$ cat src/rtl/uart_pkg.sv
// rtl/uart_pkg.sv - shared UART types, protocol bytes and vote helper
package uart_pkg;

  typedef enum logic [2:0] {
    IDLE,
    START,
    DATA,
    STOP,
    WAIT_IDLE
  } rx_state_t;

  // Bytes exchanged with the peer board; also used by the game master and TX side
  localparam logic [7:0] HANDSHAKE_ACK = 8'hA5;
  localparam logic [7:0] ACT_ATTACK    = 8'h20;
  localparam logic [7:0] ACT_HIT       = 8'h10;

  // 2-of-3 majority of three consecutive oversamples
  function automatic logic maj3(input logic [2:0] v);
    return (v[0] & v[1]) | (v[0] & v[2]) | (v[1] & v[2]);
  endfunction

endpackage

$ cat src/rtl/uart_rx_if.sv
// rtl/uart_rx_if.sv - serial line and received-byte bundle for the UART receiver
interface uart_rx_if;
  logic       rxd;
  logic [7:0] rx_data;
  logic       rx_valid;
  logic       frame_err;
  logic       busy;

  // master drives the line and consumes bytes; slave is the receiver
  modport master (output rxd, input rx_data, input rx_valid, input frame_err, input busy);
  modport slave  (input rxd, output rx_data, output rx_valid, output frame_err, output busy);
endinterface

$ cat src/rtl/uart_baud_tick.sv
// rtl/uart_baud_tick.sv - free-running oversample tick, one pulse every DIV clocks
module uart_baud_tick #(
  parameter int CLK_HZ = 50_000_000,
  parameter int BAUD   = 115200,
  parameter int OVS    = 16
) (
  input  logic clk,
  input  logic rst,
  output logic tick
);
  // Rounded divide so the tick period is the nearest whole number of clocks
  localparam int DIV = (CLK_HZ + (BAUD * OVS) / 2) / (BAUD * OVS);
  localparam int CW  = (DIV > 1) ? $clog2(DIV) : 1;
  localparam logic [CW-1:0] LAST = CW'(DIV - 1);

  logic [CW-1:0] cnt;

  // Count 0..DIV-1 and emit a registered tick on the wrap
  always_ff @(posedge clk) begin
    if (rst) begin
      cnt  <= '0;
      tick <= 1'b0;
    end else if (cnt == LAST) begin
      cnt  <= '0;
      tick <= 1'b1;
    end else begin
      cnt  <= cnt + 1'b1;
      tick <= 1'b0;
    end
  end
endmodule

$ cat src/rtl/uart_rx.sv
// rtl/uart_rx.sv - 8N1 UART receiver with 16x oversampling and majority vote
module uart_rx
  import uart_pkg::*;
#(
  parameter int CLK_HZ = 50_000_000,
  parameter int BAUD   = 115200,
  parameter int OVS    = 16
) (
  input  logic       clk,
  input  logic       rst,
  uart_rx_if.slave   bus
);
  localparam int SW = $clog2(OVS);
  // The vote is resolved on the tick after mid-bit, once ticks OVS/2-1..OVS/2+1 are in
  localparam logic [SW-1:0] VOTE_IDX = SW'(OVS / 2 + 1);

  rx_state_t     state, state_next;
  logic [1:0]    sync;
  logic          rxd_s;
  logic          tick;
  logic [SW-1:0] sample_cnt;
  logic [SW-1:0] idx;
  logic [2:0]    hist;
  logic [2:0]    hist_new;
  logic [2:0]    bit_cnt;
  logic [7:0]    shreg;
  logic [7:0]    data_q;
  logic          valid_q;
  logic          err_q;
  logic          vote_now;
  logic          vote;
  logic          got_byte;
  logic          got_err;

  uart_baud_tick #(.CLK_HZ(CLK_HZ), .BAUD(BAUD), .OVS(OVS)) u_tick (
    .clk  (clk),
    .rst  (rst),
    .tick (tick)
  );

  assign rxd_s    = sync[1];
  assign idx      = sample_cnt + 1'b1;
  assign hist_new = {hist[1:0], rxd_s};
  assign vote_now = tick && (idx == VOTE_IDX);
  assign vote     = maj3(hist_new);

  assign bus.rx_data   = data_q;
  assign bus.rx_valid  = valid_q;
  assign bus.frame_err = err_q;
  assign bus.busy      = (state != IDLE);

  // Two-flop synchronizer on the asynchronous line, idling high
  always_ff @(posedge clk) begin
    if (rst) sync <= 2'b11;
    else     sync <= {sync[0], bus.rxd};
  end

  // FSM state register
  always_ff @(posedge clk) begin
    if (rst) state <= IDLE;
    else     state <= state_next;
  end

  // Next state plus byte/error strobes; the stop vote returns to IDLE at mid-bit
  always_comb begin
    state_next = state;
    got_byte   = 1'b0;
    got_err    = 1'b0;
    case (state)
      IDLE:      if (tick && !rxd_s) state_next = START;
      START:     if (vote_now) state_next = vote ? IDLE : DATA;
      DATA:      if (vote_now && bit_cnt == 3'd7) state_next = STOP;
      STOP: begin
        if (vote_now) begin
          if (vote) begin
            state_next = IDLE;
            got_byte   = 1'b1;
          end else begin
            state_next = WAIT_IDLE;
            got_err    = 1'b1;
          end
        end
      end
      WAIT_IDLE: if (tick && rxd_s) state_next = IDLE;
      default:   state_next = IDLE;
    endcase
  end

  // Oversample counting, bit shifting and registered output pulses
  always_ff @(posedge clk) begin
    if (rst) begin
      sample_cnt <= '0;
      hist       <= 3'b111;
      bit_cnt    <= '0;
      shreg      <= '0;
      data_q     <= '0;
      valid_q    <= 1'b0;
      err_q      <= 1'b0;
    end else begin
      valid_q <= got_byte;
      err_q   <= got_err;
      if (got_byte) data_q <= shreg;
      if (tick) begin
        hist <= hist_new;
        // Counting simply continues modulo OVS, so each later vote is one bit apart
        sample_cnt <= (state == IDLE) ? '0 : idx;
      end
      if (state == START && vote_now) bit_cnt <= '0;
      if (state == DATA && vote_now) begin
        shreg   <= {vote, shreg[7:1]};
        bit_cnt <= bit_cnt + 3'd1;
      end
    end
  end
endmodule

$ cat src/flat_wrapper.sv
// flat-port wrapper written by rule: the top's interface ports become plain ports
module uart_rx_flat import uart_pkg::*;
#(
  parameter int CLK_HZ = 50_000_000,
  parameter int BAUD   = 115200,
  parameter int OVS    = 16
)
  (clk, rst, bus_rxd, bus_rx_data, bus_rx_valid, bus_frame_err, bus_busy);
  uart_rx_if bus_i ();
  input  logic clk;
  input  logic rst;
  input wire logic [$bits(bus_i.rxd)-1:0] bus_rxd;
  output wire logic [$bits(bus_i.rx_data)-1:0] bus_rx_data;
  output wire logic [$bits(bus_i.rx_valid)-1:0] bus_rx_valid;
  output wire logic [$bits(bus_i.frame_err)-1:0] bus_frame_err;
  output wire logic [$bits(bus_i.busy)-1:0] bus_busy;
  assign bus_i.rxd = bus_rxd;
  assign bus_rx_data = bus_i.rx_data;
  assign bus_rx_valid = bus_i.rx_valid;
  assign bus_frame_err = bus_i.frame_err;
  assign bus_busy = bus_i.busy;
  uart_rx #(.CLK_HZ(CLK_HZ), .BAUD(BAUD), .OVS(OVS)) u_core (.clk(clk), .rst(rst), .bus(bus_i));
endmodule
$ cat config.mk
export PLATFORM = sky130hd
export DESIGN_NAME = uart_rx_flat
export DESIGN_NICKNAME = d
export VERILOG_FILES = /design/src/rtl/uart_pkg.sv /design/src/rtl/uart_rx_if.sv /design/src/rtl/uart_baud_tick.sv /design/src/rtl/uart_rx.sv /design/src/flat_wrapper.sv
export SDC_FILE = /design/constraint.sdc
export NUM_CORES = 1
export LEC_CHECK = 0
export CORE_UTILIZATION = 45
export DETAILED_ROUTE_END_ITERATION = 12
export DONT_BUFFER_PORTS = 1
export GPL_TIMING_DRIVEN = 0
export PLACE_DENSITY = 0.63
export RECOVER_POWER = 100
export REMOVE_ABC_BUFFERS = 1
export SLEW_MARGIN = 20
export SYNTH_ARGS = -nofsm -noshare
export SYNTH_HDL_FRONTEND = slang
export SYNTH_SLANG_ARGS = --single-unit
export TNS_END_PERCENT = 5
$ cat constraint.sdc
create_clock -name clk -period 2 [get_ports clk]
set_clock_uncertainty 0.2 [all_clocks]
set_input_delay 0.4 -clock clk [delete_from_list [all_inputs] [get_ports clk]]
set_output_delay 0.4 -clock clk [all_outputs]
set_load 0.01 [all_outputs]
# == Word level (Yosys, flattened, before mapping) ==
# Index checks and enable logic that the tools add are counted.
# word_totals
regBits,38
inputBits,3
word_cells,62
# classes
n_addsub,3
eq_ne,12
n_mux,16
n_bitwise,7
reduce_logical,13
# op_table
operator,count
3-bit two-way mux,8
3-bit one-hot mux with 5 select lines,1
2-bit by 1-bit inequality test with 1-bit output (second input constant),5
3-bit by 2-bit equality test with 1-bit output (second input constant),2
3-bit equality test (second input constant),2
1-bit logical AND,6
5-bit by 1-bit adder with 5-bit output (second input constant),1
5-bit equality test (second input constant),1
1-bit two-way mux,5
5-bit AND reduction,1
4-bit by 1-bit adder with 4-bit output (second input constant),1
4-bit equality test (second input constant),1
4-bit two-way mux,1
3-bit by 1-bit adder with 3-bit output (second input constant),1
1-bit AND,3
3-bit by 1-bit equality test with 1-bit output (second input constant),1
3-bit zero test,1
3-bit nonzero test,1
3-bit OR reduction,1
2-bit two-way mux,1
1-bit NOT,2
1-bit OR,2
2-bit nonzero test,1
2-bit OR reduction,1
1-bit zero test,1

# == Logic depth before layout (Yosys ltp) ==
# logic_depth
depth_word,6
mapped_depth,8
depth_no_buf,6

# == By module ==
# A second synthesis with hierarchy kept.
# hier_totals
cells_unflattened,167
hier_area_um2,1744.2
# modules_own_cells
mod,n_inst,cells_per_inst,area_each_um2,seq_area_each_um2
uart_rx,1,143,1473.9,640.6
uart_baud_tick,1,24,270.3,120.1

# == Worst setup path after synthesis ==
# OpenSTA, ideal clock, no wires.
# synth_path
kind,reg2reg
from,reg u_core.sample_cnt[0]
to,"reg u_core.data_q[1], in the netlist u_core.bus.rx_data[1]"
setup_time_ns,0.119
t_arrival_ns,1.773
required_ns,1.681
path_slack_ns,-0.092
stages_incl_launch_ff,8
n_path_buf,2
period_less_slack_ns,2.092
path_cell_list,dfxtp_1 ha_1 xor2_1 or3_1 buf_2 or3_1 buf_6 mux2i_1
# synth_between
elab_chain_cells,5
# synth_lines
element,line,source
from (decl),uart_rx.sv:21,logic [SW-1:0] sample_cnt;
from (signal assigned),uart_rx.sv:106,sample_cnt <= (state == IDLE) ? '0 : idx;
4-bit by 1-bit adder with 4-bit output,uart_rx.sv:42,assign idx = sample_cnt + 1'b1;
4-bit equality test,uart_rx.sv:44,assign vote_now = tick && (idx == VOTE_IDX);
1-bit logical AND,uart_rx.sv:44,
1-bit two-way mux,uart_rx.sv:74,if (vote_now) begin
1-bit two-way mux,uart_rx.sv:69,case (state)
to (signal assigned),uart_rx.sv:102,if (got_byte) data_q <= shreg;
to (decl),uart_rx.sv:27,logic [7:0] data_q;
# No other way between the ends.
# A chain may end at the register's enable or synchronous reset.

# == Final worst setup path ==
# layout_path
from,reg u_core.sample_cnt[0]
to,reg u_core.bit_cnt[0]
# layout_between
elab_chain_cells,5
elab_cells_between_ends,7
classes_between,add/sub (1); eq/ne (1); mux (1); reduce/logical (4)
# layout_lines
element,line,source
4-bit by 1-bit adder with 4-bit output *,uart_rx.sv:42,
4-bit equality test *,uart_rx.sv:44,
1-bit logical AND *,uart_rx.sv:44,
"1-bit logical AND, on equally long branches","uart_rx.sv:109, uart_rx.sv:108",
3-bit two-way mux or 2-bit nonzero test (tied branches),--,
to (signal assigned),uart_rx.sv:111,bit_cnt <= bit_cnt + 3'd1;
to (decl),uart_rx.sv:25,logic [2:0] bit_cnt;
# Every way passes the cells marked *; elsewhere a longest branch is shown, timed or not.

==> out/qor.csv <==
stage;metric;value;unit
detailed_routing;viasPerCell;5.345;
timing;setup_violations;1;
synth;synth-edff-count;0;
clocking;cts.htree.levels;2;
synth;syn_area;1655;um^2
clocking;cts_buffers;5;
synth;yosysMostFrequentCell;dfxtp_1;
placed_design;port_buffers;0;
placed_design;gp_congestion;0.7773;
clocking;cts.sinks;38;
floorplanning;std_cell_rows;21;
synth;synthTopCellsByArea;dfxtp_1 (46%), mux2i_1 (9.7%), nand2b_1 (7.2%);
min_path;hold_path.startpoint;rst;
layout;multiInputGateArea;884.6;um^2
grt;antenna_found_initial;0;
placed_design;dpl_worst_slack;-0.2818;ns
detailed_routing;wl_per_cell;13.33;um
power;irDropWorstVdd;0.0004029;V
power;power_density;697.1;nW/um^2
floorplanning;coreArea;3442;um^2
setup_path;crit_fanout;6;
grt;first_global_vias;1165;
setup_path;r2r-end;u_core.bit_cnt[0];
layout;diodes;0;
detailed_routing;totalWireLength;2973;um
layout;layout-drive-gt1-share;14.12;%
grt;gr-total-overflow;0;
synth;synth-seq-cells;38;
clocking;ctsLongestPathBuffers;2;
outcome;status;finished, violations left;
floorplanning;ios;14;
floorplanning;die_w;62.65;um
synth;synth_commonest_cells;dfxtp_1 (38), nand2b_1 (19), mux2i_1 (16);
timing;tightest_slew;0.4370;ns
synth;yosysTopAreaCell;dfxtp_1;
outcome;violations;hold timing, setup timing;
min_path;whs_path_depth;1;
floorplanning;start_util;48.09;%
detailed_routing;drt_iter0_drc;21;
power;total_power;1293;uW
floorplanning;die_h;62.65;um
timing;max_slew_margin;70.66;%
setup_path;worstPathRequired;2.01;ns
setup_path;cp_data_arrival_time;2.05;ns
run;maxCapViolCount;0;
synth;ys_types;34;
synth;synth_top_area_share;45.96;%
timing;layout_min_cycle_time;2.040;ns
synth;ys_seq_area_share;45.96;%
layout;fillers;318;
placed_design;hpwlAfterDp;2018;um
layout;area.sequential;765.7;um^2
grt;track_usage;16.60;%
setup_path;rr_worst_depth;6;
synth;syn_area_per_cell;9.568;um^2
detailed_routing;detailroute.via_count;1192;
setup_path;r2r_start;u_core.sample_cnt[0];
synth;ys_async_sr_fraction;0;%
layout;area_growth;12.02;%
min_path;hp-class;in2reg;
setup_path;startpoint_type;flip-flop;
setup_path;reg2reg_setup_slack;-0.04;ns
power;leakage;0.0007240;uW
detailed_routing;firstDrtPassIters;4;
timing;slew_viol_final;0;
setup_path;critical_path_class;reg2reg;
layout;nNetsFinal;186;
timing;max_clock_freq;490.2;MHz
min_path;hold_end;u_core.sample_cnt[0];
timing;fin_setup_tns;-0.03991;ns
timing;fin_ws;-0.03991;ns
detailed_routing;drc_errors;0;
clocking;tritoncts;built;
timing;fin_crit_sh;102.0;%
grt;grt_start_max_net_pins;32;
setup_path;endpoint_kind;flip-flop;
grt;grt_pass1_wl;5016;um
detailed_routing;ant_nets;0;
clocking;clockRootBuffer;clkbuf_8;
clocking;worstSkewPairLatency;0.28;ns
timing;rsz0062_at_grt;true;
synth;yosysWarnings;0;
synth;dominantRegCellSynth;dfxtp_1;
floorplanning;dieArea;3925;um^2
timing;whs;-0.02501;ns
timing;hold_viol;5;
clocking;clk_pin_slew;0.06;ns
synth;postSynthCellCount;173;
[flip-flops by register name, indices dropped and copies added, names as in the netlist]
signal and cells:
u_core.bit_cnt 3, u_core.bus.frame_err 1, u_core.bus.rx_data 8, u_core.bus.rx_valid 1
u_core.hist 2, u_core.sample_cnt 4, u_core.shreg 8, u_core.state 3
u_core.sync 2, u_core.u_tick.cnt 5, u_core.u_tick.tick 1
[what timing repair did]
action                                  4_1_cts  5_1_grt
buffers inserted                              1        0
hold buffers                                  3        1
pin swaps                                     3        1
endpoints found under the hold margin         8        6
endpoints found under the setup margin       17       12
gates resized for setup                      10        3
[area by class of cell]
cell class | count | share of cell area (%)
repair buffers | 5 | 2.564
clock buffers | 7 | 4.116
multi-input cells | 121 | 47.71
well taps | 46 | 3.104
inverters | 6 | 1.215
flip-flops and latches | 38 | 41.30
[cells by family (layout without fill, tap and decap cells)]
logic type	count (synthesis)	count (layout)	synth area share (%)
and+or+nand+nor	69	69	23.28
DFF	38	38	45.96
AOI/OAI and AO/OA	22	22	8.314
muxes	17	17	10.35
buffers and inverters	14	18	3.779
adders and majority gates	7	7	5.140
xor gates and xnor gates	6	6	3.175
[per-layer routing]
layer | global-route usage [%] | vias to the layer above | part of all wire [%]
li1 | - | 606 | -
met1 | 16.40 | 563 | 42
met2 | 30.03 | 15 | 52
met3 | 6.387 | 8 | 3.8
met4 | 8.140 | 0 | 1.9
met5 | 0 | - | 0
[report_power, final]
| group | total [uW] | internal, uW | switching (uW) | leakage, uW |
|---|---|---|---|---|
| clock | 475 | 240 | 236 | 0.0000383 |
| combinational | 38.0 | 22.8 | 15.1 | 0.000376 |
| sequential | 780 | 769 | 10.1 | 0.000310 |
| total | 1290 | 1030 | 261 | 0.000724 |
[worst max-delay path, cell delays in order (launching register included)]
cell     delay (ns)
dfxtp_2        0.33
inv_1          0.08
ha_1           0.17
nand2_2        0.08
or3_4          0.43
or4_1          0.49
a31oi_1        0.19
[stage by stage]
stage | hold WS [ns] | cells | instance area, um^2 | util [%]
CTS | -0.03523 | 222 | 1829 | 53.14
global route | -0.04240 | 223 | 1854 | 53.87
finish | -0.02501 | 223 | 1854 | 53.87
global placement | 0.1948 | 211 | 1673 | 48.60
floorplan | 0.1895 | 165 | 1615 | -
detailed placement | 0.1957 | 211 | 1673 | 48.60
[layout by cell type (no fill, tap or decap), types with 5 or more instances in the layout]
cell type,n
o21ai_0,5
ha_1,5
nand2b_1,19
inv_1,6
nor2_1,14
nand2_1,6
mux2i_1,16
nand3_1,6
clkbuf_8,5
dfxtp_1,34
[worst max-delay path by stage]
stage / cells after the start / slack, ns / end / start
after floorplan: 5 / -0.10 / u_core.bus.rx_data[0] / u_core.sample_cnt[0]
after global placement: 5 / -0.23 / u_core.bus.rx_data[3] / u_core.sample_cnt[0]
after detailed placement: 5 / -0.28 / u_core.bus.rx_data[0] / u_core.sample_cnt[1]
after CTS: 5 / -0.02 / u_core.bit_cnt[0] / u_core.sample_cnt[1]
after global routing: 6 / -0.12 / u_core.bit_cnt[0] / u_core.sample_cnt[0]
final: 6 / -0.04 / u_core.bit_cnt[0] / u_core.sample_cnt[0]
(Power assumes the default switching activity.)
